## src/rtl/status_flag_unit.sv

```systemverilog
// NZCV status register and in-flight flag-writer tracker.
// Optional STATUS_FLAG_FORWARD_EN: expose next-state flags and early busy release.
module status_flag_unit #(
    parameter int MAX_INFLIGHT = 3,
    parameter int CNT_W        = 2
) (
    input  logic       clk,
    input  logic       rst,
    input  logic       freeze,
    input  logic       flush,
    input  logic       id_issue_s,
    input  logic       exe_valid,
    input  logic       exe_s,
    input  logic [3:0] exe_flags,
    input  logic [3:0] exe_mask,
    input  logic       msr_we,
    input  logic [3:0] msr_data,
    output logic [3:0] status_out,
    output logic       flags_busy,
    output logic       inflight_full,
    output logic       ovf_err
);

    localparam logic [CNT_W-1:0] MAX_CNT = CNT_W'(MAX_INFLIGHT);
    localparam logic [CNT_W-1:0] ONE_CNT = CNT_W'(1);

    logic [3:0]       status_q;
    logic [3:0]       status_d;
    logic [CNT_W-1:0] count_q;
    logic [CNT_W-1:0] count_d;
    logic             ovf_err_q;
    logic             ovf_err_d;

    logic upd;
    logic msr_wr;
    logic inc;
    logic dec;
    logic act;
    logic go;

    always_comb begin
        upd    = exe_valid & exe_s & ~freeze;
        msr_wr = msr_we & ~freeze;
        act    = ~freeze;
        go     = act & ~flush;
        inc    = id_issue_s;
        dec    = upd;
    end

    // MSR write takes precedence over the ALU flag update.
    always_comb begin
        status_d = status_q;
        unique case (1'b1)
            msr_wr:
                status_d = msr_data;
            ~msr_wr & upd:
                status_d = (exe_mask & exe_flags)
                         | (~exe_mask & status_q);
            default: ;
        endcase
    end

    // Saturating counter; an attempted over/underflow latches ovf_err.
    always_comb begin
        count_d   = count_q;
        ovf_err_d = ovf_err_q;
        unique case (1'b1)
            ~act: ;
            act & flush:
                count_d = '0;
            go & inc & ~dec: begin
                if (count_q < MAX_CNT) begin
                    count_d = count_q + ONE_CNT;
                end else begin
                    ovf_err_d = 1'b1;
                end
            end
            go & dec & ~inc: begin
                if (count_q != '0) begin
                    count_d = count_q - ONE_CNT;
                end else begin
                    ovf_err_d = 1'b1;
                end
            end
            default: ;
        endcase
    end

    always_ff @(posedge clk) begin
        if (rst) begin
            status_q  <= 4'b0000;
            count_q   <= '0;
            ovf_err_q <= 1'b0;
        end else begin
            status_q  <= status_d;
            count_q   <= count_d;
            ovf_err_q <= ovf_err_d;
        end
    end

`ifdef STATUS_FLAG_FORWARD_EN
    // Retiring writer releases its consumer in the same cycle.
    always_comb begin
        status_out = status_d;
        flags_busy = (count_q > ONE_CNT)
                   | ((count_q == ONE_CNT) & ~upd);
    end
`else
    always_comb begin
        status_out = status_q;
        flags_busy = (count_q != '0);
    end
`endif

    always_comb begin
        inflight_full = (count_q == MAX_CNT);
        ovf_err       = ovf_err_q;
    end

endmodule

```

## config.mk

```make
export PLATFORM = sky130hd
export DESIGN_NAME = status_flag_unit
export DESIGN_NICKNAME = d
export VERILOG_FILES = /design/src/rtl/status_flag_unit.sv
export SDC_FILE = /design/constraint.sdc
export NUM_CORES = 1
export LEC_CHECK = 0
export CAP_MARGIN = 15
export CORE_MARGIN = 2
export CORE_UTILIZATION = 36
export CTS_CLUSTER_DIAMETER = 100
export DETAILED_ROUTE_END_ITERATION = 7
export GPL_TIMING_DRIVEN = 0
export PLACE_DENSITY = 0.76
export SLEW_MARGIN = 20
export SYNTH_ARGS = -nofsm -noshare
export SYNTH_HDL_FRONTEND = slang
export SYNTH_SLANG_ARGS = --single-unit
export TNS_END_PERCENT = 50
```

## constraint.sdc

```tcl
create_clock -name clk -period 1.2 [get_ports clk]
set_input_delay 0.18 -clock clk [delete_from_list [all_inputs] [get_ports clk]]
set_output_delay 0.18 -clock clk [all_outputs]
set_load 0.02 [all_outputs]
```

==> Word-level counts from Yosys, hierarchy flattened <==
Cells that the tools add are included.
{ "word_totals": {"regBits": 7, "elab_cells": 43, "in_bits": 20} }
{ "op_classes": {"n_reduce_logical": 6, "n_bitwise": 19, "eq_ne": 5, "n_addsub": 2, "muxes": 7, "n_lt_le_gt_ge": 1} }
{ "ops": {"columns": ["operator", "n"], "rows": [
  ["$and 1x1->1", 10],
  ["$and 4x4->4", 2],
  ["$pmux 4 s2", 1],
  ["$ne 2x2->1 const B", 3],
  ["$pmux 2 s3", 1],
  ["$reduce_and 3->1", 2],
  ["$reduce_bool 2->1", 3],
  ["$not 1->1", 5],
  ["$mux 2", 2],
  ["$not 4->4", 1],
  ["$or 4x4->4", 1],
  ["$reduce_bool 3->1", 1],
  ["$add 2x1->2 const B", 1],
  ["$eq 2x2->1 const B", 1],
  ["$lt 2x2->1 const B", 1],
  ["$mux 1", 2],
  ["$ne 2x1->1 const B", 1],
  ["$pmux 1 s2", 1],
  ["$sub 2x1->2 const B", 1]
]} }

==> Logic depth before layout (Yosys ltp) <==
{ "depth": {"word_depth": 6, "depth_mapped": 5, "ltp_nobuf": 4} }

==> Worst setup path before layout <==
OpenSTA, ideal clock, no wires.
{ "synth_path": {"path_kind": "in2reg", "start": "in exe_valid", "end": "reg (tool-made name)", "t_arrival_ns": 1.008, "path_slack_ns": 0.064, "stages": 5, "required_ns": 1.072, "path_cell_list": "buf_4 nand2_2 or4b_4 a21oi_2 nor3_1"} }
{ "synth_lines": {"columns": ["element", "line", "source"], "rows": [
  ["start, declared", "12", "input logic exe_valid,"]
]} }

==> run metrics <==
Setup Skew roughly 2.4 ps; first-pass GRT wire length 1940 µm; Avg WL per Cell 12.0 µm; number of global-route vias before repair 479; Yosys reg bits 7; Synth Cell Area a little under 500 µm²; layout cells sized above 1 0.204; WP data arrival around 1300 ps; clock root cell clkbuf_4; core area roughly 0.0013 mm²; area grow syn2layout 58.7%; n_diodes 0; Syn Inst Count 66; number of clock sinks 7; Worst Setup End Kind flop; H-tree Lvls 1; num rows 13; min-delay worst type in -> reg; Final Hold Slack between 200 and 300 ps; status finished, violations left; Starting Density 0.377; total wire length approximately 1300 µm; Final Net Count approximately 110; grt total ovfl 0; synth warn 0; CP max FO 2; Max clock buf depth 2; setup ws final -8.45 ps; Slew @ Worst Pin between 300 and 400 ps; worst skew pair latency between 200 and 300 ps; DR pass1 iterations 2; TritonCTS buffer count 3; routed vias between 500 and 600; Total GRT Usage 0.183; Final period util 1.01; Hold Vio Cnt, Final 0; fraction of the yosys area taken by sequential cells 0.289; post-CTS setup buffer count 0; Lkg Pwr ~0.32 nW; WS Path Type in -> reg; Mapped Nets 86; Final Max Tran Viols 0; gpl congestion 0.713; Clock Pin Slew Worst Setup and Hold Paths about 50 ps; Die Y 40.7 µm; Residual DRC 0; Rel. slew slack 0.745; TritonCTS clock tree built; final design utilization 0.598; WP data required roughly 1300 ps; Via density ~5.1; initial antenna violation count 0; largest net degree at the start of global routing 11; post-synth cell types 27; port bufs 23; die width roughly 41 µm; Tot Pwr 0.654 mW; min cycle time layout 1210 ps; antenna viol nets, final 0; Max Cap Viol 0; Pwr Density 851 mW/mm²; Peak Freq roughly 830 MHz; Post-DP HPWL around 940 µm; critical path launch point type input port; unrepaired setup endpoints after global routing yes; IO Count 27; failing checks setup timing; Setup violations, final 1; syn avg cell area between 7 and 8 µm²; worst vdd ir 0.000655 V; Die Area ~0.0017 mm²; initial detailed-routing violation count 7
-- per-layer routing --
metal | part of all wire | GRT usage | vias to the layer above | wire (µm)
met5 | 0 | 0 | - | 0
met4 | 0 | 0.0250 | 0 | 0
met3 | 0.10 | 0.103 | 0 | 132
met2 | 0.47 | 0.317 | 22 | 608
met1 | 0.43 | 0.195 | 237 | 553
li1 | - | - | 293 | -
-- worst max-delay path: stages --
cell             delay, ps
clkdlybuf4s50_1        490
or4b_1                 460
a21oi_2                160
nor3_1                  50
-- final cells by class --
class / instances / area [µm²]
buffer: 5 / 35.0
inverter: 1 / 3.75
fill: 121 / 517
timing repair buffer: 23 / 219
sequential: 7 / 145
multi-input combinational: 53 / 320
clock buffer: 4 / 26.3
tap: 15 / 18.8
-- Yosys cell counts (all sizes together) --
| cell type | count | share of area |
|---|---|---|
| nor2 | 14 | 0.11 |
| nand2 | 4 | 0.036 |
| nor3 | 4 | 0.041 |
| or4b | 4 | 0.090 |
| or2 | 1 | 0.013 |
| and3b | 1 | 0.018 |
| a31oi | 4 | 0.052 |
| nand3b | 1 | 0.016 |
| nand2b | 4 | 0.052 |
| a22o | 1 | 0.018 |
| inv | 1 | 0.0077 |
| o21ai | 2 | 0.021 |
| nand4 | 1 | 0.013 |
| nor2b | 1 | 0.013 |
| clkbuf | 1 | 0.0077 |
| o22a | 1 | 0.018 |
| a21oi | 6 | 0.070 |
| o22ai | 1 | 0.013 |
| dfxtp | 7 | 0.29 |
| nand3 | 2 | 0.021 |
| buf | 4 | 0.062 |
| a21bo | 1 | 0.021 |
-- cells by family (layout without fill, tap and decap cells) --
family / count (synthesis) / count (layout) / share of synthesized area
flip-flops: 7 / 7 / 0.289
AND/OR/NAND/NOR: 37 / 37 / 0.421
buffers and inverters: 6 / 33 / 0.0775
AO/OA/AOI/OAI: 16 / 16 / 0.212
-- cells in the final DEF (no fill, tap or decap) --
cell type,instances
dlygate4sd2_1,6
clkbuf_4,3
nand3b_1,1
a21oi_2,4
a31oi_1,4
or4b_4,1
or4b_1,3
dfxtp_4,1
nor2b_1,1
nor2_1,14
nand2b_1,4
buf_4,2
clkdlybuf4s50_1,15
buf_2,2
nor3_1,4
o21ai_0,2
a21bo_2,1
nand4_1,1
nand2_2,1
clkbuf_1,2
inv_1,1
o22ai_1,1
or2_4,1
a21oi_1,2
nand2_1,3
nand3_1,2
dfxtp_1,5
a22o_1,1
buf_6,2
o22a_1,1
and3b_1,1
dfxtp_2,1
-- worst paths after layout --
check | start | endpoint | slack [ps] | cells past startpoint
worst max-delay path | exe_mask[3] | flop | -8 | 4
worst min-delay path | rst | ovf_err$_SDFFE_PP0P_ | 280 | 2
worst max register to register | count_q[0]$_SDFFE_PP0P_ | ovf_err$_SDFFE_PP0P_ | 290 | 4
worst min register to register | ovf_err$_SDFFE_PP0P_ | ovf_err$_SDFFE_PP0P_ | 480 | 2
-- what timing repair did --
item | in CTS | in global routing
resized for setup | 17 | 7
hold buffers | 0 | 0
cloned | 0 | 0
pin swaps | 1 | 2
endpoints found under the setup margin | 12 | 5
-- metrics by stage --
stage	area, µm²	setup TNS, ps	worst slack, ps	cells
floorplan	484	0	64.4	66
global placement	733	-2430	-447	104
detailed placement	733	-2480	-455	104
CTS	756	-50.4	-50.4	108
global route	768	-45.6	-29.1	108
finish	768	-8.45	-8.45	108
-- power by group --
part / internal, mW / switching (mW) / total [mW]
registers: 0.244 / 0.00763 / 0.252
clock network: 0.127 / 0.0910 / 0.218
logic: 0.101 / 0.0826 / 0.184
total: 0.473 / 0.181 / 0.654
(Power assumes the default switching activity.)
